==> src/rtl/i2c_txn_scheduler.sv <==
// Round-robin scheduler that shares one byte-level I2C master engine between
// NUM_REQ requesters, sequencing START, address+R/W, one data byte and STOP.
module i2c_txn_scheduler #(
  parameter int NUM_REQ        = 4,
  parameter int TIMEOUT_CYCLES = 4096
) (
  input  logic                 clk,
  input  logic                 rst_n,
  input  logic [NUM_REQ-1:0]   req_valid,
  input  logic [NUM_REQ-1:0]   req_rw,
  input  logic [7*NUM_REQ-1:0] req_addr,
  input  logic [8*NUM_REQ-1:0] req_wdata,
  output logic [NUM_REQ-1:0]   rsp_valid,
  output logic [7:0]           rsp_rdata,
  output logic                 rsp_nack,
  output logic                 rsp_timeout,
  output logic [1:0]           eng_cmd,
  output logic                 eng_cmd_valid,
  input  logic                 eng_cmd_ready,
  output logic [7:0]           eng_wdata,
  output logic                 eng_rd_nack,
  input  logic                 eng_done,
  input  logic                 eng_ack,
  input  logic [7:0]           eng_rdata
);

  localparam int PW = $clog2(NUM_REQ);
  localparam int CW = $clog2(TIMEOUT_CYCLES) + 1;

  localparam logic [1:0] CMD_START = 2'd0;
  localparam logic [1:0] CMD_WRITE = 2'd1;
  localparam logic [1:0] CMD_READ  = 2'd2;
  localparam logic [1:0] CMD_STOP  = 2'd3;

  typedef enum logic [2:0] {
    S_IDLE, S_START, S_ADDR, S_DATA, S_STOP, S_RESP
  } state_t;

  state_t          state_q, state_d;
  logic            wait_q, wait_d;
  logic [CW-1:0]   cnt_q, cnt_d;
  logic [PW-1:0]   rr_ptr_q, rr_ptr_d;
  logic            nack_q, nack_d;
  logic            tmo_q, tmo_d;
  logic [PW-1:0]   grant_q, grant_d;
  logic            rw_q, rw_d;
  logic [6:0]      addr_q, addr_d;
  logic [7:0]      wdata_q, wdata_d;
  logic [7:0]      rdata_q, rdata_d;

  logic            any_req;
  logic [PW-1:0]   gnt_idx;
  logic [PW-1:0]   scan_idx;
  logic            cmd_state;
  logic            accept;
  logic            done;
  logic            tmo_hit;

  // Scan downward so the last hit is the nearest requester after rr_ptr.
  always_comb begin
    any_req  = 1'b0;
    gnt_idx  = '0;
    scan_idx = '0;
    for (int i = NUM_REQ; i >= 1; i--) begin
      scan_idx = PW'((int'(rr_ptr_q) + i) % NUM_REQ);
      if (req_valid[scan_idx]) begin
        any_req = 1'b1;
        gnt_idx = scan_idx;
      end
    end
  end

  assign cmd_state = (state_q == S_START) || (state_q == S_ADDR) ||
                     (state_q == S_DATA)  || (state_q == S_STOP);
  assign accept    = cmd_state && !wait_q && eng_cmd_ready;
  assign done      = cmd_state && wait_q && eng_done;
  assign tmo_hit   = cmd_state && !accept && !done &&
                     (cnt_q >= CW'(TIMEOUT_CYCLES - 1));

  always_ff @(posedge clk) begin
    if (!rst_n) state_q <= S_IDLE;
    else        state_q <= state_d;
  end

  always_comb begin
    state_d = state_q;
    unique case (state_q)
      S_IDLE:  if (any_req) state_d = S_START;
      S_START: if (done) state_d = S_ADDR;
               else if (tmo_hit) state_d = S_STOP;
      S_ADDR:  if (done) state_d = eng_ack ? S_STOP : S_DATA;
               else if (tmo_hit) state_d = S_STOP;
      S_DATA:  if (done || tmo_hit) state_d = S_STOP;
      S_STOP:  if (done || tmo_hit) state_d = S_RESP;
      S_RESP:  state_d = S_IDLE;
      default: state_d = S_IDLE;
    endcase
  end

  always_comb begin
    wait_d   = wait_q;
    cnt_d    = cnt_q;
    rr_ptr_d = rr_ptr_q;
    nack_d   = nack_q;
    tmo_d    = tmo_q;
    grant_d  = grant_q;
    rw_d     = rw_q;
    addr_d   = addr_q;
    wdata_d  = wdata_q;
    rdata_d  = rdata_q;
    // Every state entry starts a fresh command: idle handshake, zeroed timer.
    if (state_d != state_q) begin
      wait_d = 1'b0;
      cnt_d  = '0;
    end else if (cmd_state) begin
      cnt_d = cnt_q + CW'(1);
      if (accept) wait_d = 1'b1;
    end
    if (state_q == S_IDLE && any_req) begin
      rr_ptr_d = gnt_idx;
      grant_d  = gnt_idx;
      nack_d   = 1'b0;
      tmo_d    = 1'b0;
      rw_d     = req_rw[gnt_idx];
      addr_d   = req_addr[int'(gnt_idx)*7 +: 7];
      wdata_d  = req_wdata[int'(gnt_idx)*8 +: 8];
      rdata_d  = '0;
    end
    if (tmo_hit) tmo_d = 1'b1;
    if (done && state_q == S_ADDR && eng_ack) nack_d = 1'b1;
    if (done && state_q == S_DATA) begin
      if (rw_q)         rdata_d = eng_rdata;
      else if (eng_ack) nack_d  = 1'b1;
    end
  end

  always_ff @(posedge clk) begin
    if (!rst_n) begin
      wait_q   <= 1'b0;
      cnt_q    <= '0;
      rr_ptr_q <= PW'(NUM_REQ - 1);
      nack_q   <= 1'b0;
      tmo_q    <= 1'b0;
    end else begin
      wait_q   <= wait_d;
      cnt_q    <= cnt_d;
      rr_ptr_q <= rr_ptr_d;
      nack_q   <= nack_d;
      tmo_q    <= tmo_d;
    end
  end

  always_ff @(posedge clk) begin
    grant_q <= grant_d;
    rw_q    <= rw_d;
    addr_q  <= addr_d;
    wdata_q <= wdata_d;
    rdata_q <= rdata_d;
  end

  assign eng_rd_nack = 1'b1;

  always_comb begin
    eng_cmd_valid = 1'b0;
    eng_cmd       = CMD_START;
    eng_wdata     = '0;
    rsp_valid     = '0;
    rsp_nack      = 1'b0;
    rsp_timeout   = 1'b0;
    rsp_rdata     = '0;
    unique case (state_q)
      S_START: eng_cmd_valid = !wait_q;
      S_ADDR: begin
        eng_cmd_valid = !wait_q;
        if (!wait_q) begin
          eng_cmd   = CMD_WRITE;
          eng_wdata = {addr_q, rw_q};
        end
      end
      S_DATA: begin
        eng_cmd_valid = !wait_q;
        if (!wait_q) begin
          eng_cmd   = rw_q ? CMD_READ : CMD_WRITE;
          eng_wdata = rw_q ? 8'h00 : wdata_q;
        end
      end
      S_STOP: begin
        eng_cmd_valid = !wait_q;
        if (!wait_q) eng_cmd = CMD_STOP;
      end
      S_RESP: begin
        rsp_valid[grant_q] = 1'b1;
        rsp_nack           = nack_q;
        rsp_timeout        = tmo_q;
        rsp_rdata          = (rw_q && !nack_q && !tmo_q) ? rdata_q : 8'h00;
      end
      default: ;
    endcase
  end

endmodule

==> config.mk <==
export PLATFORM = sky130hd
export DESIGN_NAME = i2c_txn_scheduler
export DESIGN_NICKNAME = d
export VERILOG_FILES = /design/src/rtl/i2c_txn_scheduler.sv
export SDC_FILE = /design/constraint.sdc
export NUM_CORES = 1
export LEC_CHECK = 0
export CAP_MARGIN = 20
export CORE_MARGIN = 2
export CORE_UTILIZATION = 35
export CTS_BUF_LIST = sky130_fd_sc_hd__clkbuf_8
export CTS_CLUSTER_DIAMETER = 200
export CTS_CLUSTER_SIZE = 24
export DETAILED_ROUTE_END_ITERATION = 12
export GPL_ROUTABILITY_DRIVEN = 0
export PLACE_DENSITY = 0.73
export SYNTH_ARGS = -nofsm -noshare
export SYNTH_HDL_FRONTEND = slang
export SYNTH_SLANG_ARGS = --single-unit
export TNS_END_PERCENT = 100
==> constraint.sdc <==
create_clock -name clk -period 5.25 [get_ports clk]
set_input_delay 0.525 -clock clk [delete_from_list [all_inputs] [get_ports clk]]
set_output_delay 0.525 -clock clk [all_outputs]
set_load 0.03 [all_outputs]
== Word-level counts from Yosys, hierarchy flattened ==
Cells that the tools add are included.
Word-level totals
  register bits after elaboration: 47
  input bits: 81
  logic and storage cells: 115
  output and inout port bits: 26
Cells by class
  add/sub/neg operators: 5
  shifts and indexed selects: 2
  eq/ne operators: 6
  bitwise operators: 1
  magnitude comparators: 8
  $mul: 1
  multiplexer cells: 53
  reduce and logical (&&, ||, !) cells: 28
Operators by type and width (count)
  $mux W8: 8
  $shiftx A32 B6 Y8: 1
  $shiftx A28 B6 Y7: 1
  $mux W1: 21
  $mux W3: 7
  $lt A2 B3 Y1 const B: 6
  $pmux W8 S2: 1
  $pmux W3 S5: 1
  $logic_and A1 B1 Y1: 14
  $mux W2: 7
  $add A13 B1 Y13 const B: 1
  $ge A13 B12 Y1 const B: 1
  $bmux W1 S2: 5
  $eq A3 B2 Y1 const B: 2
  $eq A3 B3 Y1 const B: 2
  $pmux W2 S3: 1
  $logic_not A1 Y1: 5
  $mul A2 B3 Y5 const B: 1
  $add A2 B1 Y2 const B: 2
  $add A2 B2 Y2 const B: 2
  $logic_or A1 B1 Y1: 4
  $mux W4: 1
  $reduce_or A4 Y1: 1
  $eq A3 B1 Y1 const B: 1
  8 further kinds: 8

== Longest topological paths before layout ==
Gate-level depths: netlist of the first run.
  depth after elaboration: 15
  depth in mapped cells: 8
  mapped depth without buffers: 6

== Worst setup path before layout of the first run ==
No wires, ideal clock.
  path kind: register to output
  start point: reg state_q[2]
  end point: out rsp_valid[2]
  required time: 4.725 ns
  path buffers: 1
  setup slack: 3.100 ns
  arrival time: 1.625 ns
  stages on the path, launching flop included: 5
  path through: dfxtp_1 buf_2 nor2b_1 nand2_1 nor3b_1
Between the ends
  cells in the longest elaborated chain, start to end: 2
RTL lines
  start, declared: line 39  | state_t state_q, state_d;
  start signal, assigned: line 82  | else state_q <= state_d;
  $eq A3 B3 Y1: line 171  | unique case (state_q)
  $mux W4: line 171
  end, declared: line 13  | output logic [NUM_REQ-1:0] rsp_valid,
No other way between the ends.

== Final worst setup path of the first run ==
  start point: reg state_q[2]
  end point: out rsp_rdata[6]
Between the ends
  cells in the longest elaborated chain, start to end: 2
RTL lines
  $eq A3 B3 Y1: line 171
  $mux W8: line 171
  end, declared: line 14  | output logic [7:0] rsp_rdata,
No other way between the ends.

==> results.md, run 1 <==
- CTS Hold Bufs: 0
- Synth Area in Adders: 0.00450
- Reg area: 1120 sq um
- Die width: 93.1 um
- Cell Area, Placed: roughly 4000 sq um
- FILL cells: 684
- Layout area overhead: 43.4%
- Hold Crit Class: register to register
- Setup TNS: 0 ns
- RR Startpoint: state_q[0]
- Crit share post-route: 0.639
- CTS sink cnt: 47
- Max-slew headroom: 0.483
- Drt total wl: approximately 6300 um
- Largest area contributor in the synthesized netlist: dfxtp_1
- Synth Cell Area: ~2800 sq um
- I/O Pins: between 100 and 150
- Nature of the critical path endpoint: output port
- Post-cts sizing count: 0
- Layout cell share with drive strength beyond 1: 0.0811
- Worst-Skew Late Latency: around 0.3 ns
- Die ar.: about 8700 sq um
- Initial Util: 0.360
- Final ANT Viol Nets: 0
- ANT cells: 0
- Final setup vio count: 0
- Synth Area in Simple Gates: 0.223
- Final WS setup: around 1.9 ns
- Sequential share of the synthesized area: 0.403
- Area occupied by multi-input gates: 1570 sq um
- #FFs+latches synth: 47
- Met3 Usage GRT: 0.0459
- Vias per cell: around 4.9
- Post-Syn Nets: 350
- Clk buf depth: 2
- # nets final: approximately 450
- Depth of the worst hold-timing path: 1
- XOR/XNOR Fraction of Synth Area: 0.0378
- Finished Cell Area: between 3000 and 4000 sq um
- Clock root buffer: clkbuf_8
- Worst r2r dst: cnt_q[12]
- First-pass GRT wire length: about 10,000 um
- Top post-synthesis cells by count: mux2i_1, dfxtp_1, edfxtp_1, nand2_1, nor2_1
- Slew Limit Fails: 0
- CP arrival: between 2 and 3 ns
- Cells after Synth: approximately 270
- RSZ-0062 raised after global routing: false
- Worst slack at placement: 2.25 ns
- Reg2Reg Depth: 6
- Worst Hold Path EP: rdata_q[1]
- GR Layer Usage met1: 0.178
- Power Density: roughly 240 nW/um^2
- Site Rows: 32
- DRC: 0
- Max Clock Freq: ~300 MHz
- Core Area: approximately 7700 sq um
- Reg clk slew, reported paths: 0.09 ns
- Setup Skew: slightly above 0.009 ns
- Synth warn: 0
- 1st-iter DRT viols: 95
- M2 GR Usage: 0.266
- Slew @ Worst Pin: between 0.7 and 0.8 ns
- Worst path required time: 4.72 ns
- Number of port buffers: 105
- Largest net degree at the start of global routing: 35
- CTS tree: yes
- Tot GR Track Use: 0.152
- Dpl hpwl: slightly below 5000 um
- Max rail drop VDD: 0.0988 mV
- Final hold violation count: 0
- Die height: around 93 um
- Vias in the first global route: 2,300
- CP max FO: 15
- Routed len/inst: 13.3 um
- Routed vias: around 2,300
- CP Class: register to output port
- Main combinational cell family by area after synthesis: simple AND/OR/NAND/NOR gates
- Library cells used by synthesis: 48
- Dominant synthesized flop cell: dfxtp_1
- Crit path time final: 3.35 ns
- CTS Buf Count: 5
- Total global routing overflow: 0
- Synth Area per Inst: just over 10 sq um
- Asr flop ratio synth: 0
- Status: completed
- Antenna violations before repair: 0
- Top post-synthesis cells by area: dfxtp_1, edfxtp_1, mux2i_1, a22o_1, nor2_4
- CTS H-Tree Depth: 2
- Synth Area in Compound Gates: 0.115
- Global route hottest layer: met2
- Reg2Reg Setup Slack: a little over 3 ns
- Post-CTS Setup Bufs: 0
- Crit path launch type: register
- Mux share of post-synthesis cell area: 0.176
- Most frequent cell after synthesis: mux2i_1
- Hold Startpoint: rdata_q[1]
- Number of enable flip-flop cells after synthesis: 18
- Max-Cap Viols: 0
- Top-area cell type share of the netlist area: 0.209
- 1st-pass router iterations: 4
- Leak Pwr: 1.43 nW
## flip-flops by register name (all words and copies together) (netlist names), 2 cells and up
register / count
rdata_q: 8
wdata_q: 8
cnt_q: 13
rr_ptr_q: 2
addr_q: 7
grant_q: 2
state_q: 3
## cell type report
class / instances / share of cell area
Tap cell: 102 / 0.0320
Inverter: 5 / 0.00534
Clock buffer: 5 / 0.0173
Sequential cell: 47 / 0.281
Timing Repair Buffer: 106 / 0.266
Multi-Input combinational cell: 204 / 0.393
Clock inverter: 3 / 0.00502
## worst max-delay path, cell delays in order (launching register included)
cell             delay [ns]
dfxtp_1                0.57
nor2b_1                0.27
nand2_1                0.15
nor4b_2                0.65
and2_1                 0.22
clkdlybuf4s50_1        0.66
## stage by stage
| stage | hold WS (ns) | cells | utilization | total power [mW] |
|---|---|---|---|---|
| 2_1_floorplan | 0.434 | 268 | - | 0.650 |
| 3_3_place_gp | 0.450 | 464 | 0.504 | 0.741 |
| 3_5_place_dp | 0.453 | 464 | 0.504 | 0.748 |
| 4_1_cts | 0.477 | 472 | 0.516 | 0.964 |
| 5_1_grt | 0.501 | 472 | 0.516 | 1.00 |
| 6_report | 0.478 | 472 | 0.516 | 0.951 |
## worst max-delay path by stage
stage | from | end | slack, ns | depth (start not counted)
2_1_floorplan | state_q[2] | rsp_valid[2] | 3.10 | 4
3_3_place_gp | state_q[2] | rsp_rdata[1] | 2.35 | 5
4_1_cts | state_q[2] | rsp_rdata[6] | 1.89 | 5
6_report | state_q[2] | rsp_rdata[6] | 1.90 | 5
3_5_place_dp | state_q[2] | rsp_rdata[6] | 2.25 | 5
5_1_grt | state_q[2] | rsp_rdata[0] | 1.65 | 5
## routing by layer
| metal | wire length, um | up-vias |
|---|---|---|
| met1 | 2630 | 1021 |
| met5 | 0 | - |
| met4 | 96 | 0 |
| met3 | 499 | 9 |
| li1 | - | 1185 |
| met2 | 3040 | 95 |
## power by group
part	internal, mW	switching, mW	total (mW)
Combinational	0.140	0.132	0.272
Clock	0.0930	0.124	0.217
Sequential	0.435	0.0273	0.463
## cells by family after synthesis
group / after synthesis
other: 1
adder cells (fa/ha/maj): 1
AO/OA/AOI/OAI: 42
XOR/XNOR: 12
multiplexers: 49
buffers and inverters: 17
flip-flops: 47
AND/OR/NAND/NOR: 99
## cell usage in the layout, fill, tap and decap left out, types with 3 or more instances in the layout
cell / count
edfxtp_1: 18
and2_1: 9
nand3_1: 5
inv_1: 3
a21oi_1: 9
and3_1: 3
a22o_1: 15
nand4_1: 4
xor2_1: 7
mux2i_1: 49
nor2b_1: 5
nor4_2: 4
clkdlybuf4s50_1: 105
clkbuf_8: 5
nor2_1: 18
xnor2_1: 5
dfxtp_1: 29
o21ai_0: 5
nor2_4: 10
nor3_1: 5
nand2b_1: 5
nand2_1: 18
(Power assumes the default switching activity.)
==> inputs of run 2 (changes only) <==
- clock period: 5.25 -> 3.5 ns (I/O delays scaled with it)
==> results.md, run 2 (synthesized netlist as in run 1, its figures left out) <==
- Status: completed
- Number of port buffers: 105 (unchanged)
- Max rail drop VDD: 0.215 mV (+120%)
- Nature of the critical path endpoint: output port
- Total global routing overflow: 0 (unchanged)
- Post-CTS Setup Bufs: 0 (unchanged)
- Reg2Reg Setup Slack: 1.27 ns (-1.77 ns)
- Crit path time final: about 3.0 ns
- I/O Pins: 107 (unchanged)
- Hold Crit Class: register to register
- Setup TNS: 0 ns (unchanged)
- Leak Pwr: 1.47 nW (+2.3%)
- Die height: 93.1 um (unchanged)
- Reg2Reg Depth: 5 (-1)
- Vias per cell: 4.88 (-0.38%)
- Worst r2r dst: cnt_q[12]
- Origin of the worst setup path: state_q[0]
- DRC: 0 (unchanged)
- Routed len/inst: 13.2 um (-0.71%)
- Crit-path slowest cell: clkdlybuf4s50_1
- Largest net degree at the start of global routing: 35 (unchanged)
- Final ANT Viol Nets: 0 (unchanged)
- CP max FO: 14 (-1)
- First-pass GRT wire length: 10,200 um (-2.1%)
- Crit path launch type: register
- Crit share post-route: 0.864
- RSZ-0062 raised after global routing: false
- Core Area: 7730 sq um (unchanged)
- Power Density: 388 nW/um^2 (+62%)
- Die ar.: 8670 sq um (unchanged)
- Initial Util: 0.360 (unchanged)
- Routed vias: 2,311 (+0.043%)
- CTS Hold Bufs: 0 (unchanged)
- Reg clk slew, reported paths: 0.08 ns (about the same)
- Commonest non-fill, non-tap cell in the layout: clkdlybuf4s50_1
- Post-cts sizing count: 0 (unchanged)
- Max-Cap Viols: 0 (unchanged)
- Tot GR Track Use: 0.148 (-0.00403)
- Commonest non-fill, non-tap cells in the layout: clkdlybuf4s50_1, mux2i_1, dfxtp_1
- Clock root buffer: clkbuf_8
- CTS sink cnt: 47 (unchanged)
- CTS tree: yes
- 1st-iter DRT viols: 96 (+1.1%)
- Largest registers: cnt_q (13), rdata_q (8), wdata_q (8)
- Worst-Skew Late Latency: 0.30 ns (about the same)
- Hold_ws: 0.471 ns (-0.00737 ns)
- Crit-path cells: inv_1, nor4_2, a22o_1, clkdlybuf4s50_1
- Final hold violation count: 0 (unchanged)
- Drt total wl: 6250 um (-0.29%)
- Slew Limit Fails: 0 (unchanged)
- CTS Buf Count: 5 (unchanged)
- CTS H-Tree Depth: 2 (unchanged)
- RR Startpoint: wait_q
- 1st-pass router iterations: 4 (unchanged)
- Dpl hpwl: 4900 um (-0.62%)
- Clk buf depth: 2 (unchanged)
- Die width: 93.1 um (unchanged)
- CP arrival: 2.68 ns (-0.15 ns)
- Max-slew headroom: 0.510 (+0.0275)
- Worst path required time: 3.15 ns (-1.57 ns)
- Layout cell share with drive strength beyond 1: 0.0887 (+0.00763)
- Number of flip-flops in the largest register: 13 (unchanged)
- Final setup vio count: 0 (unchanged)
- Vias in the first global route: 2,250 (-2.2%)
- # nets final: 453 (+0.44%)
- Layout area overhead: 45.7%
- Max Clock Freq: between 300 and 400 MHz
- ANT cells: 0 (unchanged)
- Antenna violations before repair: 0 (unchanged)
- CP Class: register to output port
- Setup Skew: 0.0109 ns (+0.00175 ns)
- Biggest register: cnt_q
- Slew @ Worst Pin: 0.729 ns (-0.0414 ns)
- Worst Setup EP: eng_wdata[7]
- Slowest stage delay, CP: 0.69 ns (+0.03 ns)
- Site Rows: 32 (unchanged)
[run 2: cell count changes in the layout (fill, tap and decap cells not counted)]
| cell | before | now |
|---|---|---|
| clkinv_4 | 1 | 0 |
| bufinv_16 | 0 | 2 |
| buf_4 | 1 | 3 |
| clkinv_1 | 1 | 0 |
[run 2: cell type report]
type / instances / area, sq um
sequential: 47 / 1120
clock buffer: 5 / 68.8
timing repair buffer: 108 / 1070
tap: 102 / 128
inverter: 5 / 21.3
fill: 682 / 3680
clock inverter: 3 / 67.6
multi-input combinational: 204 / 1570
[run 2: per-layer routing]
layer,share of wire,routed length (um),GRT usage,up-vias
met5,0,0,0,-
met4,0.0078,49,0.0331,0
met3,0.095,594,0.0572,4
met2,0.50,3100,0.262,92
met1,0.40,2500,0.169,1027
li1,-,-,-,1188
[run 2: where the power goes]
part           internal, mW  switching (mW)  leakage (nW)
clock network         0.285           0.186        0.0644
logic                 0.210           0.195         0.990
registers             0.653          0.0405         0.412
total                  1.15           0.421          1.47
[run 2: how the worst min path moves through the flow]
stage | from | endpoint | slack, ns | cells after the start
floorplan | rst_n | rr_ptr_q[0] | 0.42 | 1
finish | rdata_q[5] | rdata_q[5] | 0.47 | 1
detailed placement | rdata_q[7] | rdata_q[7] | 0.45 | 1
CTS | rdata_q[5] | rdata_q[5] | 0.48 | 1
global route | rdata_q[0] | rdata_q[0] | 0.50 | 1
global placement | rdata_q[1] | rdata_q[1] | 0.45 | 1
[run 2: through the flow]
stage          cells  total power [mW]  cell area [sq um]  utilization  setup WS (ns)
3_3_place_gp     466              1.11               3910        0.506          0.873
4_1_cts          474              1.59               4050        0.524          0.449
6_report         474              1.57               4050        0.524          0.475
3_5_place_dp     466              1.12               3910        0.506          0.794
2_1_floorplan    268             0.975               2780            -           1.53
5_1_grt          474              1.65               4050        0.524          0.281
[run 2: worst max-delay path: cells and delay by family (launching register included)]
family | cells | cell delay, ns
AOI/OAI and AO/OA | 1 | 0.24
buffers and inverters | 2 | 0.89
DFF | 1 | 0.60
and+or+nand+nor | 1 | 0.65
